<file path="src/rtl/dec_pkg.sv">
// Shared state type and helpers for the sequential N-to-M one-hot decoder.
package dec_pkg;

  localparam int unsigned MAX_SEL_W = 6;
  localparam int unsigned MAX_OUTS  = 64;

  typedef enum logic [1:0] {
    IDLE   = 2'd0,
    DECODE = 2'd1,
    SCAN   = 2'd2
  } dec_state_t;

  // Widest one-hot vector; callers truncate to their own OUTS.
  function automatic logic [MAX_OUTS-1:0] onehot_of(input logic [MAX_SEL_W-1:0] idx);
    return MAX_OUTS'(1) << idx;
  endfunction

  // Divider width able to hold 0..scan_div.
  function automatic int unsigned div_w(input int unsigned scan_div);
    return $clog2(scan_div + 1);
  endfunction

endpackage

</file>
<file path="src/rtl/dec_scan_tick.sv">
// Scan-rate divider: tick pulses on the last of every SCAN_DIV running cycles.
module dec_scan_tick
  import dec_pkg::*;
#(
  parameter int unsigned SCAN_DIV = 4
) (
  input  logic clk,
  input  logic rst_n,
  input  logic run,
  input  logic clr,
  output logic tick
);

  localparam int unsigned      DIV_W = div_w(SCAN_DIV);
  localparam logic [DIV_W-1:0] TERM  = DIV_W'(SCAN_DIV - 1);

  logic [DIV_W-1:0] cnt;

  assign tick = run && !clr && (cnt == TERM);

  always_ff @(posedge clk or negedge rst_n) begin
    if (!rst_n) begin
      cnt <= '0;
    end else if (clr || tick) begin
      cnt <= '0;
    end else if (run) begin
      cnt <= cnt + DIV_W'(1);
    end
  end

endmodule

</file>
<file path="src/rtl/n_to_m_decoder_seq.sv">
// Registered SEL_W-to-OUTS one-hot decoder with handshake DECODE and autonomous SCAN modes.
// Define DEC_RANGE_CHK_EN to add the sticky err output for out-of-range codes.
module n_to_m_decoder_seq
  import dec_pkg::*;
#(
  parameter int unsigned SEL_W    = 3,
  parameter int unsigned OUTS     = 8,
  parameter int unsigned SCAN_DIV = 4
) (
  input  logic             clk,
  input  logic             rst_n,
  input  logic             enable,
  input  logic             mode,
  input  logic             sel_valid,
  output logic             sel_ready,
  input  logic [SEL_W-1:0] sel,
  output logic [OUTS-1:0]  onehot,
  output logic [SEL_W-1:0] idx
`ifdef DEC_RANGE_CHK_EN
  ,
  output logic             err
`endif
);

  localparam logic [SEL_W-1:0] LAST_IDX = SEL_W'(OUTS - 1);

  dec_state_t       state;
  dec_state_t       state_nxt;
  logic [OUTS-1:0]  onehot_nxt;
  logic [SEL_W-1:0] idx_nxt;
  logic [SEL_W-1:0] scan_idx;
  logic             accept;
  logic             in_range;
  logic             scan_run;
  logic             scan_clr;
  logic             scan_tick;

  function automatic logic [OUTS-1:0] dec_of(input logic [SEL_W-1:0] code);
    return OUTS'(onehot_of(MAX_SEL_W'(code)));
  endfunction

  assign sel_ready = (state == DECODE) && enable && !mode;
  assign accept    = sel_valid && sel_ready;
  assign in_range  = 32'(sel) < OUTS;
  assign scan_run  = (state == SCAN) && enable && mode;
  assign scan_idx  = (idx == LAST_IDX) ? '0 : idx + SEL_W'(1);

  dec_scan_tick #(
    .SCAN_DIV(SCAN_DIV)
  ) u_scan_tick (
    .clk  (clk),
    .rst_n(rst_n),
    .run  (scan_run),
    .clr  (scan_clr),
    .tick (scan_tick)
  );

  // Next state and next output values; enable=0 overrides everything.
  always_comb begin
    state_nxt  = state;
    onehot_nxt = onehot;
    idx_nxt    = idx;
    scan_clr   = 1'b0;
    if (!enable) begin
      state_nxt  = IDLE;
      onehot_nxt = '0;
      idx_nxt    = '0;
      scan_clr   = 1'b1;
    end else begin
      case (state)
        IDLE, DECODE: begin
          if (mode) begin
            state_nxt  = SCAN;
            onehot_nxt = OUTS'(1);
            idx_nxt    = '0;
            scan_clr   = 1'b1;
          end else begin
            state_nxt = DECODE;
            if (accept) begin
              onehot_nxt = in_range ? dec_of(sel) : '0;
              idx_nxt    = in_range ? sel : '0;
            end
          end
        end
        SCAN: begin
          if (!mode) begin
            state_nxt = DECODE;
          end else if (scan_tick) begin
            idx_nxt    = scan_idx;
            onehot_nxt = dec_of(scan_idx);
          end
        end
        default: begin
          state_nxt  = IDLE;
          onehot_nxt = '0;
          idx_nxt    = '0;
        end
      endcase
    end
  end

  always_ff @(posedge clk or negedge rst_n) begin
    if (!rst_n) begin
      state  <= IDLE;
      onehot <= '0;
      idx    <= '0;
    end else begin
      state  <= state_nxt;
      onehot <= onehot_nxt;
      idx    <= idx_nxt;
    end
  end

`ifdef DEC_RANGE_CHK_EN
  // Sticky out-of-range flag, cleared by an in-range accept or by enable=0.
  logic err_nxt;

  always_comb begin
    err_nxt = err;
    if (!enable) begin
      err_nxt = 1'b0;
    end else if (accept) begin
      err_nxt = !in_range;
    end
  end

  always_ff @(posedge clk or negedge rst_n) begin
    if (!rst_n) begin
      err <= 1'b0;
    end else begin
      err <= err_nxt;
    end
  end
`endif

endmodule

</file>
<file path="config.mk">
export PLATFORM = sky130hd
export DESIGN_NAME = n_to_m_decoder_seq
export DESIGN_NICKNAME = d
export VERILOG_FILES = /design/src/rtl/dec_pkg.sv /design/src/rtl/dec_scan_tick.sv /design/src/rtl/n_to_m_decoder_seq.sv
export SDC_FILE = /design/constraint.sdc
export NUM_CORES = 1
export LEC_CHECK = 0
export CAP_MARGIN = 0
export CORE_MARGIN = 2
export CORE_UTILIZATION = 50
export DETAILED_ROUTE_END_ITERATION = 12
export PLACE_DENSITY = 0.78
export SLEW_MARGIN = 20
export SYNTH_ARGS = -nofsm -noshare
export SYNTH_HDL_FRONTEND = slang
export SYNTH_HIERARCHICAL = 1
export SYNTH_SLANG_ARGS = --single-unit
</file>
<file path="constraint.sdc">
create_clock -name clk -period 2.3 [get_ports clk]
set_input_delay 0.575 -clock clk [delete_from_list [all_inputs] [get_ports clk]]
set_output_delay 0.575 -clock clk [all_outputs]
set_load 0.02 [all_outputs]
</file>
==> Word level (Yosys, flattened, before mapping) <==
Index checks and enable logic that the tools add are counted.
{ "totals": {"reg_bits": 16, "in_bits": 8, "output_inout_bits": 12, "wordCells": 52} }
{ "op_classes": {"n_addsub": 2, "eq_ne": 8, "n_shift": 2, "muxes": 22, "n_reduce_logical": 14} }
{ "op_table": {"columns": ["operator", "n"], "rows": [
  ["two-way mux 8 bit", 5],
  ["two-way mux 3 bit", 8],
  ["case mux 8 bit (2 select lines)", 1],
  ["<< shifter 1 x 3 -> 8 bit, first input constant", 2],
  ["logical AND 1 bit", 7],
  ["adder 3 x 1 -> 3 bit, second input constant", 2],
  ["two-way mux 2 bit", 3],
  ["!= test 3 bit, second input constant", 2],
  ["case mux 3 bit (2 select lines)", 1],
  ["!= test 4 bit, second input constant", 1],
  ["case mux 2 bit (2 select lines)", 1],
  ["equality test 3 x 2 -> 1 bit, second input constant", 1],
  ["equality test 3 bit, second input constant", 1],
  ["two-way mux 1 bit", 3],
  ["!= test 3 x 2 -> 1 bit, second input constant", 1],
  ["AND reduction 3 bit", 1],
  ["equality test 2 x 1 -> 1 bit, second input constant", 1],
  ["equality test 2 bit, second input constant", 1],
  ["zero test 1 bit", 2],
  ["zero test 2 bit", 1],
  ["nonzero test 2 bit", 1],
  ["OR reduction 2 bit", 1],
  ["logical OR 1 bit", 1]
]} }

==> Logic depth before layout (Yosys ltp) <==
Gate-level depths: netlist of the first run.
{ "logic_depth": {"word_depth": 11, "depth_mapped": 9} }

==> By module <==
Netlist of the first run, hierarchy kept.
{ "modules_own_cells": {"columns": ["mod", "n_inst", "cells_per_inst", "area_each_um2"], "rows": [
  ["n_to_m_decoder_seq", 1, 82, 853.3],
  ["dec_scan_tick", 1, 15, 167.7]
]} }

==> Worst setup path after synthesis of the first run <==
OpenSTA, ideal clock, no wires.
{ "synth_timing": {"path_kind": "input -> register", "from": "input mode", "to": "register idx[0]", "arrival_time_ns": 2.081, "path_slack_ns": 0.091, "path_stages": 8, "n_path_buf": 1, "cell_sequence": "buf_4 inv_1 o21ai_1 and3b_1 nand2b_1 a21oi_2 o21ai_4 mux2_1"} }
{ "synth_between": {"elab_chain_len": 8, "elab_cells_between_ends": 17} }
{ "synth_rtl": {"columns": ["element", "line", "rtl"], "rows": [
  ["start, declared", "n_to_m_decoder_seq.sv:13", "input logic mode,"],
  ["two-way mux 1 bit", "n_to_m_decoder_seq.sv:72", "if (mode) begin"],
  ["two-way mux 1 bit", "n_to_m_decoder_seq.sv:70", "case (state)"],
  ["two-way mux 1 bit", "n_to_m_decoder_seq.sv:64", "if (!enable) begin"],
  ["net scan_clr", "n_to_m_decoder_seq.sv:35", "logic scan_clr;"],
  ["zero test 1 bit", "dec_scan_tick.sv:19", "assign tick = run && !clr && (cnt == TERM);"],
  ["logical AND 1 bit (2 in series)", "dec_scan_tick.sv:19", null],
  ["net scan_tick", "n_to_m_decoder_seq.sv:36", "logic scan_tick;"],
  ["!= test 3 x 2 -> 1 bit (no source line)", null, null],
  ["AND reduction 3 bit (no source line)", null, null],
  ["end signal, assigned", "n_to_m_decoder_seq.sv:110", "idx <= idx_nxt;"],
  ["end, declared", "n_to_m_decoder_seq.sv:18", "output logic [SEL_W-1:0] idx"]
]} }
The timed path passes the listed nets, and every way through them passes these cells.
A chain may end at the register's enable or synchronous reset.

==> Worst setup path in the final report of the first run <==
{ "layout_timing": {"from": "input mode", "to": "output sel_ready"} }
{ "layout_between": {"elab_chain_len": 2} }
{ "layout_rtl": {"columns": ["element", "line", "rtl"], "rows": [
  ["zero test 1 bit", null, null],
  ["logical AND 1 bit", "n_to_m_decoder_seq.sv:42", "assign sel_ready = (state == DECODE) && enable && !mode;"],
  ["end, declared", "n_to_m_decoder_seq.sv:15", "output logic sel_ready,"]
]} }
No other way between the ends.

==> results.toml, run 1 <==
[pwr]
p_comb_frac = 0.245
power_leakage_nw = 0.6330
power.share.switching = 0.2877
power.density_mw_per_mm2 = 484.0
p_switching_mw = 0.1897
ir_worst_vdd_uv = 395.4
fin_total_pwr_mw = 0.6595
pwr-share-clk = 0.291
p_seq_frac = 0.464
internal_power_mw = 0.4698

[routing]
drtIter0Drc = 23
drtPass1Iterations = 4
drt-total-wl_um = 2355
drc = 0
post_drt_wl_per_cell_um = 15.00
vias = 884
ant_nets = 0
via_per_inst = 5.631

[synth]
synth_area_mm2 = 0.001021
synth_cells = 97
synth_fp_nets = 109
synthAdderAreaFrac = 0.04902
avgSynthCellArea_um2 = 10.53
synth_simple_gate_area_share = 0.2525
synth_mux_area_frac = 0.06618
seq_area_frac_synth = 0.3922
ys_warn_count = 6
synth_top_family_by_area = "simple AND/OR/NAND/NOR gates"
ys_async_sr_fraction = 1.000
yosys.cell_types.count = 44
synth-xor-area-share = 0
ys_seq_elements = 16
synth_ff_type = "dfrtp_1"
synth_edf_count = 0
synth_compound_area_frac = 0.2071

[placed_design]
gp_congestion = 0.9037
placement.io_buffers = 19
dp_cells = 153
place_area_mm2 = 0.001320
dpl.hpwl_um = 1833

[global_routing]
grt_use_met3 = 0.03988
use_met2 = 0.3739
top_usage_layer = "met2"
grt_pass1_vias = 894
antenna_found_initial = 0
grtUsageTotal = 0.2222
grt_max_degree = 10
use_met1 = 0.2815
overflow = 0
grt_pass1_wl_um = 4008

[worst_setup_path]
r2r_slack_ps = 270
cp.required_ps = 1730
worst_r2r_path_depth = 9
reg2reg_to = "onehot[0]$_DFFE_PN0P_"
critical_path_class = "in2out"
crit_fanout = 4
end_kind = "output port"
cp.arrival_ps = 1630
cp-start-kind = "input port"
timing.rr.start = "state[0]$_DFFE_PN0P_"

[layout]
instances_no_fill = 157
drive_gt1_frac = 0.2308
final_cell_mix = "17 x clkdlybuf4s50_1, 16 x dfrtp_1, 13 x buf_4"
antenna_cells = 0
design_area_mm2 = 0.001363
area_delta_synth_final_pct = 33.46
layout.nets = 143
fin_util = 0.7017
final_common_cell = "clkdlybuf4s50_1"

[sta]
timing.setup.tns_ps = 0
maxSlewViolCount = 0
max_slew.worst_pin.slew_ps = 393.9
max_freq_mhz = 454.1
post-route-min-period_ps = 2202
fin_skew_ps = 1.728
fin_crit_sh = 0.9575
rsz0062_at_grt = "false"
slew-limit-headroom = 0.7366
finalSetupViolCount = 0
final-hold-violation-count = 0

[floorplan]
die_area_mm2 = 0.002420
initial_core_util = 0.5258
core_area_mm2 = 0.001942
rows = 16
die-width_um = 49.19
ios = 20
die_y_um = 49.19

[clocking]
htree_num_levels = 1
clk_pin_slew_worst_paths_ps = 100
cts_tree = "yes"
cts.sinks = 16
cts.path.max_buffers = 2
root_buffer = "clkbuf_4"
cts_buffers = 3
clk-insertion-delay-late_ps = 290

[hold_path]
hp-class = "reg2reg"
hp-start = "onehot[3]$_DFFE_PN0P_"
whs_endpoint = "onehot[3]$_DFFE_PN0P_"
min_path_cells = 1

[run]
maxCapViolCount = 0

[status]
run_status = "completed"
## worst max path at each step
stage	from	to	cells past startpoint
after detailed placement	enable	onehot[0]$_DFFE_PN0P_	9
after global routing	mode	sel_ready	4
after CTS	enable	onehot[0]$_DFFE_PN0P_	9
final	mode	sel_ready	4
after global placement	enable	onehot[0]$_DFFE_PN0P_	9
after floorplan	mode	idx[0]$_DFFE_PN0P_	8
## logic make-up after synthesis
kind of cell,after synthesis
flip-flops,16
multiplexers,5
AND/OR/NAND/NOR,39
AO/OA/AOI/OAI,27
adder cells (fa/ha/maj),4
buffers and inverters,6
## through the flow
stage,hold WS [ps],worst slack (ps)
2_1_floorplan,279.4,91.39
3_3_place_gp,470.5,-248.7
3_5_place_dp,486.3,-251.1
4_1_cts,509.8,53.57
5_1_grt,527.3,5.806
6_report,513.3,97.68
## final cells by class
cell class | instances | area [µm²]
multi-input cells | 75 | 590.6
repair buffers | 32 | 290.3
fillers | 160 | 579.3
inverters | 3 | 11.26
clock buffers | 4 | 36.28
well taps | 27 | 33.78
flip-flops and latches | 16 | 400.4
## sequential cells by signal (all words and copies together) (netlist names)
register and flops:
u_scan_tick/cnt 3, state 2, onehot 8, idx 3
## critical path, cell delays in order
cell and delay [ps]:
clkdlybuf4s50_1 460, nor2_1 130, and3_1 160, clkdlybuf4s15_1 300
## cells in the mapped netlist, drive strengths merged, types with 3 or more instances
| cell | number | area, µm² |
|---|---|---|
| and3 | 3 | 18.77 |
| nor2 | 6 | 22.52 |
| ha | 4 | 50.05 |
| mux2 | 5 | 67.56 |
| dfrtp | 16 | 400.4 |
| nand3 | 4 | 20.02 |
| inv | 3 | 11.26 |
| a21oi | 3 | 18.77 |
| o21ai | 5 | 36.28 |
| nand2 | 6 | 22.52 |
| a22o | 4 | 35.03 |
| o22ai | 5 | 31.28 |
## metal layers
metal	wire (µm)	vias to the layer above
met2	1163	27
met3	100	2
met5	0	-
met1	1078	424
li1	-	431
met4	13	0
## power by group through the flow
stage / sequential [mW] / combinational [mW] / clock [mW]
floorplan: 0.319 / 0.0803 / 0
global placement: 0.310 / 0.159 / 0
detailed placement: 0.311 / 0.161 / 0
CTS: 0.306 / 0.162 / 0.199
global route: 0.307 / 0.175 / 0.216
finish: 0.306 / 0.162 / 0.192
## repair_timing
action / 4_1_cts / 5_1_grt
hold buffers: 0 / 0
pin swaps: 0 / 0
setup buffers: 0 / 0
setup endpoints to repair: 1 / 7
gates resized for setup: 1 / 3
cloned: 0 / 0
Power figures use the tool's default switching activity.
==> run 2: changes to the inputs <==
- CORE_UTILIZATION: 50 -> 54
- PLACE_DENSITY: 0.78 -> 0.83
- clock period: 2.3 -> 2.6 ns (I/O delays scaled with it)
==> run 2 against run 1 <==
Against the previous run:
- wire length down 0.42%
- sequential power is 11% lower
- critical path type is now in2reg
- highest routed layer unchanged
- die area fell by 6.8%
- combinational power decreased by 13%
- core utilization up 6.5 points
- sequential share of layout area is 0.55 points higher
- total power decreased by 12%
- via count rose by 1.0%
- sequential cell count is the same
- clock power down 11%
==> results.toml, run 2 (same netlist as run 1, synthesis figures left out) <==
[floorplan]
die_y_um = 47.48
die_area_mm2 = 0.002254
initial_core_util = 0.5849
rows = 15
core_area_mm2 = 0.001745
ios = 20
die-width_um = 47.48

[sta]
fin_skew_ps = 1.570
rsz0062_at_grt = "false"
finalSetupViolCount = 0
hold_ws_ps = 508.0
max_freq_mhz = 416.7
slew-limit-headroom = 0.5065
final-hold-violation-count = 0
post-route-min-period_ps = 2400
worst_slack_ps = 200.3
fin_crit_sh = 0.9229
max_slew.worst_pin.slew_ps = 737.9
maxSlewViolCount = 0

[routing]
drc = 0
ant_nets = 0
drtIter0Drc = 38
post_drt_wl_per_cell_um = 15.33
via_per_inst = 5.837
drt-total-wl_um = 2345
vias = 893
drtPass1Iterations = 4

[global_routing]
grtUsageTotal = 0.2475
overflow = 0
antenna_found_initial = 0
grt_pass1_wl_um = 3905
grt_max_degree = 17
grt_pass1_vias = 862

[placed_design]
dp_cells = 149
gp_congestion = 0.8337
placement.io_buffers = 19
dp_slack_ps = -65.71
dpl.hpwl_um = 1823
place_area_mm2 = 0.001303

[run]
maxCapViolCount = 0

[layout]
largest_reg_flops = 8
instances_no_fill = 153
antenna_cells = 0
reg.largest.list = "onehot x8, idx x3, u_scan_tick/cnt x3"
drive_gt1_frac = 0.2109
fin_util = 0.7663
fillers = 132
multi_input_area_um2 = 586.8
final_common_cell = "clkdlybuf4s50_1"
final_cell_mix = "18 x clkdlybuf4s50_1, 16 x dfrtp_1, 11 x buf_4"
design_area_mm2 = 0.001338
layout.nets = 141
area_delta_synth_final_pct = 31.00
regMostFlops = "onehot"
ff_latch_area_um2 = 400.4

[pwr]
power_leakage_nw = 0.6164
power.density_mw_per_mm2 = 435.1
ir_worst_vdd_uv = 342.6

[clocking]
clk_pin_slew_worst_paths_ps = 100
htree_num_levels = 1
root_buffer = "clkbuf_4"
cts_buffers = 3
post_cts_buffers = 0
cts.path.max_buffers = 2
cts_tree = "yes"
ctsHoldBuffers = 0
clk-insertion-delay-late_ps = 290
cts.sinks = 16

[worst_setup_path]
crit_buf_inv = 3
crit_path_top_delay_cell = "clkdlybuf4s50_1"
crit_fanout = 5
cp.arrival_ps = 2630
cp.required_ps = 2830
cp-start-kind = "input port"
crit_chain = "clkdlybuf4s50_1 -> inv_1 -> o21ai_1 -> and3b_1 -> nand2b_1 -> a21oi_2 -> buf_4 -> o21a_2 -> a22o_1"
critical_path.top_delay_family = "compound AO/OA/AOI/OAI gates"
critical_path_class = "in2reg"
slowest_delay_ps = 530
end_kind = "flip-flop"

[status]
run_status = "completed"

[hold_path]
hp-class = "reg2reg"
## run 2: changes by cell type in the layout (fill, tap and decap cells not counted), sizes merged
| cell | delta |
|---|---|
| buf | -2 |
| clkdlybuf4s50 | +1 |
| dlygate4sd2 | +1 |
| clkdlybuf4s15 | -1 |
| dlymetal6s2s | -1 |
## run 2: power by group
part	internal, mW	total (mW)	switching (mW)
registers	0.258	0.271	0.0129
logic	0.0698	0.141	0.0711
clock network	0.0854	0.170	0.0843
total	0.414	0.582	0.168
## run 2: worst paths after layout
check / slack [ps] / depth (start not counted) / from / end
worst max-delay path: 200 / 9 / mode / onehot[6]$_DFFE_PN0P_
worst min-delay path: 510 / 1 / onehot[4]$_DFFE_PN0P_ / onehot[4]$_DFFE_PN0P_
worst max register to register: 360 / 9 / state[1]$_DFFE_PN0P_ / onehot[6]$_DFFE_PN0P_
worst min register to register: 510 / 1 / onehot[4]$_DFFE_PN0P_ / onehot[4]$_DFFE_PN0P_
max in group asynchronous: 1350 / 1 / rst_n / onehot[7]$_DFFE_PN0P_
min in group asynchronous: 780 / 1 / rst_n / onehot[0]$_DFFE_PN0P_
## run 2: per-layer routing
| layer | track usage | vias to the layer above | part of all wire |
|---|---|---|---|
| met1 | 0.3192 | 412 | 0.45 |
| met2 | 0.4135 | 40 | 0.48 |
| met3 | 0.03774 | 11 | 0.053 |
| li1 | - | 430 | - |
| met5 | 0 | - | 0 |
| met4 | 0.1000 | 0 | 0.020 |
## run 2: through the flow
stage / power (mW) / setup TNS (ps)
floorplan: 0.3534 / 0
global placement: 0.4112 / -31.97
detailed placement: 0.4155 / -568.2
CTS: 0.5875 / 0
global route: 0.6143 / 0
finish: 0.5820 / 0
## run 2: repair_timing
item	in CTS	in global routing
gates resized for setup	1	0
hold endpoints to repair	0	0
setup endpoints to repair	1	0
## run 2: area by class of cell
cell class / count / area share
multi-input combinational: 75 / 0.4387
sequential: 16 / 0.2993
timing repair buffer: 30 / 0.2030
clock buffer: 4 / 0.02713
tap: 25 / 0.02339
inverter: 3 / 0.008419
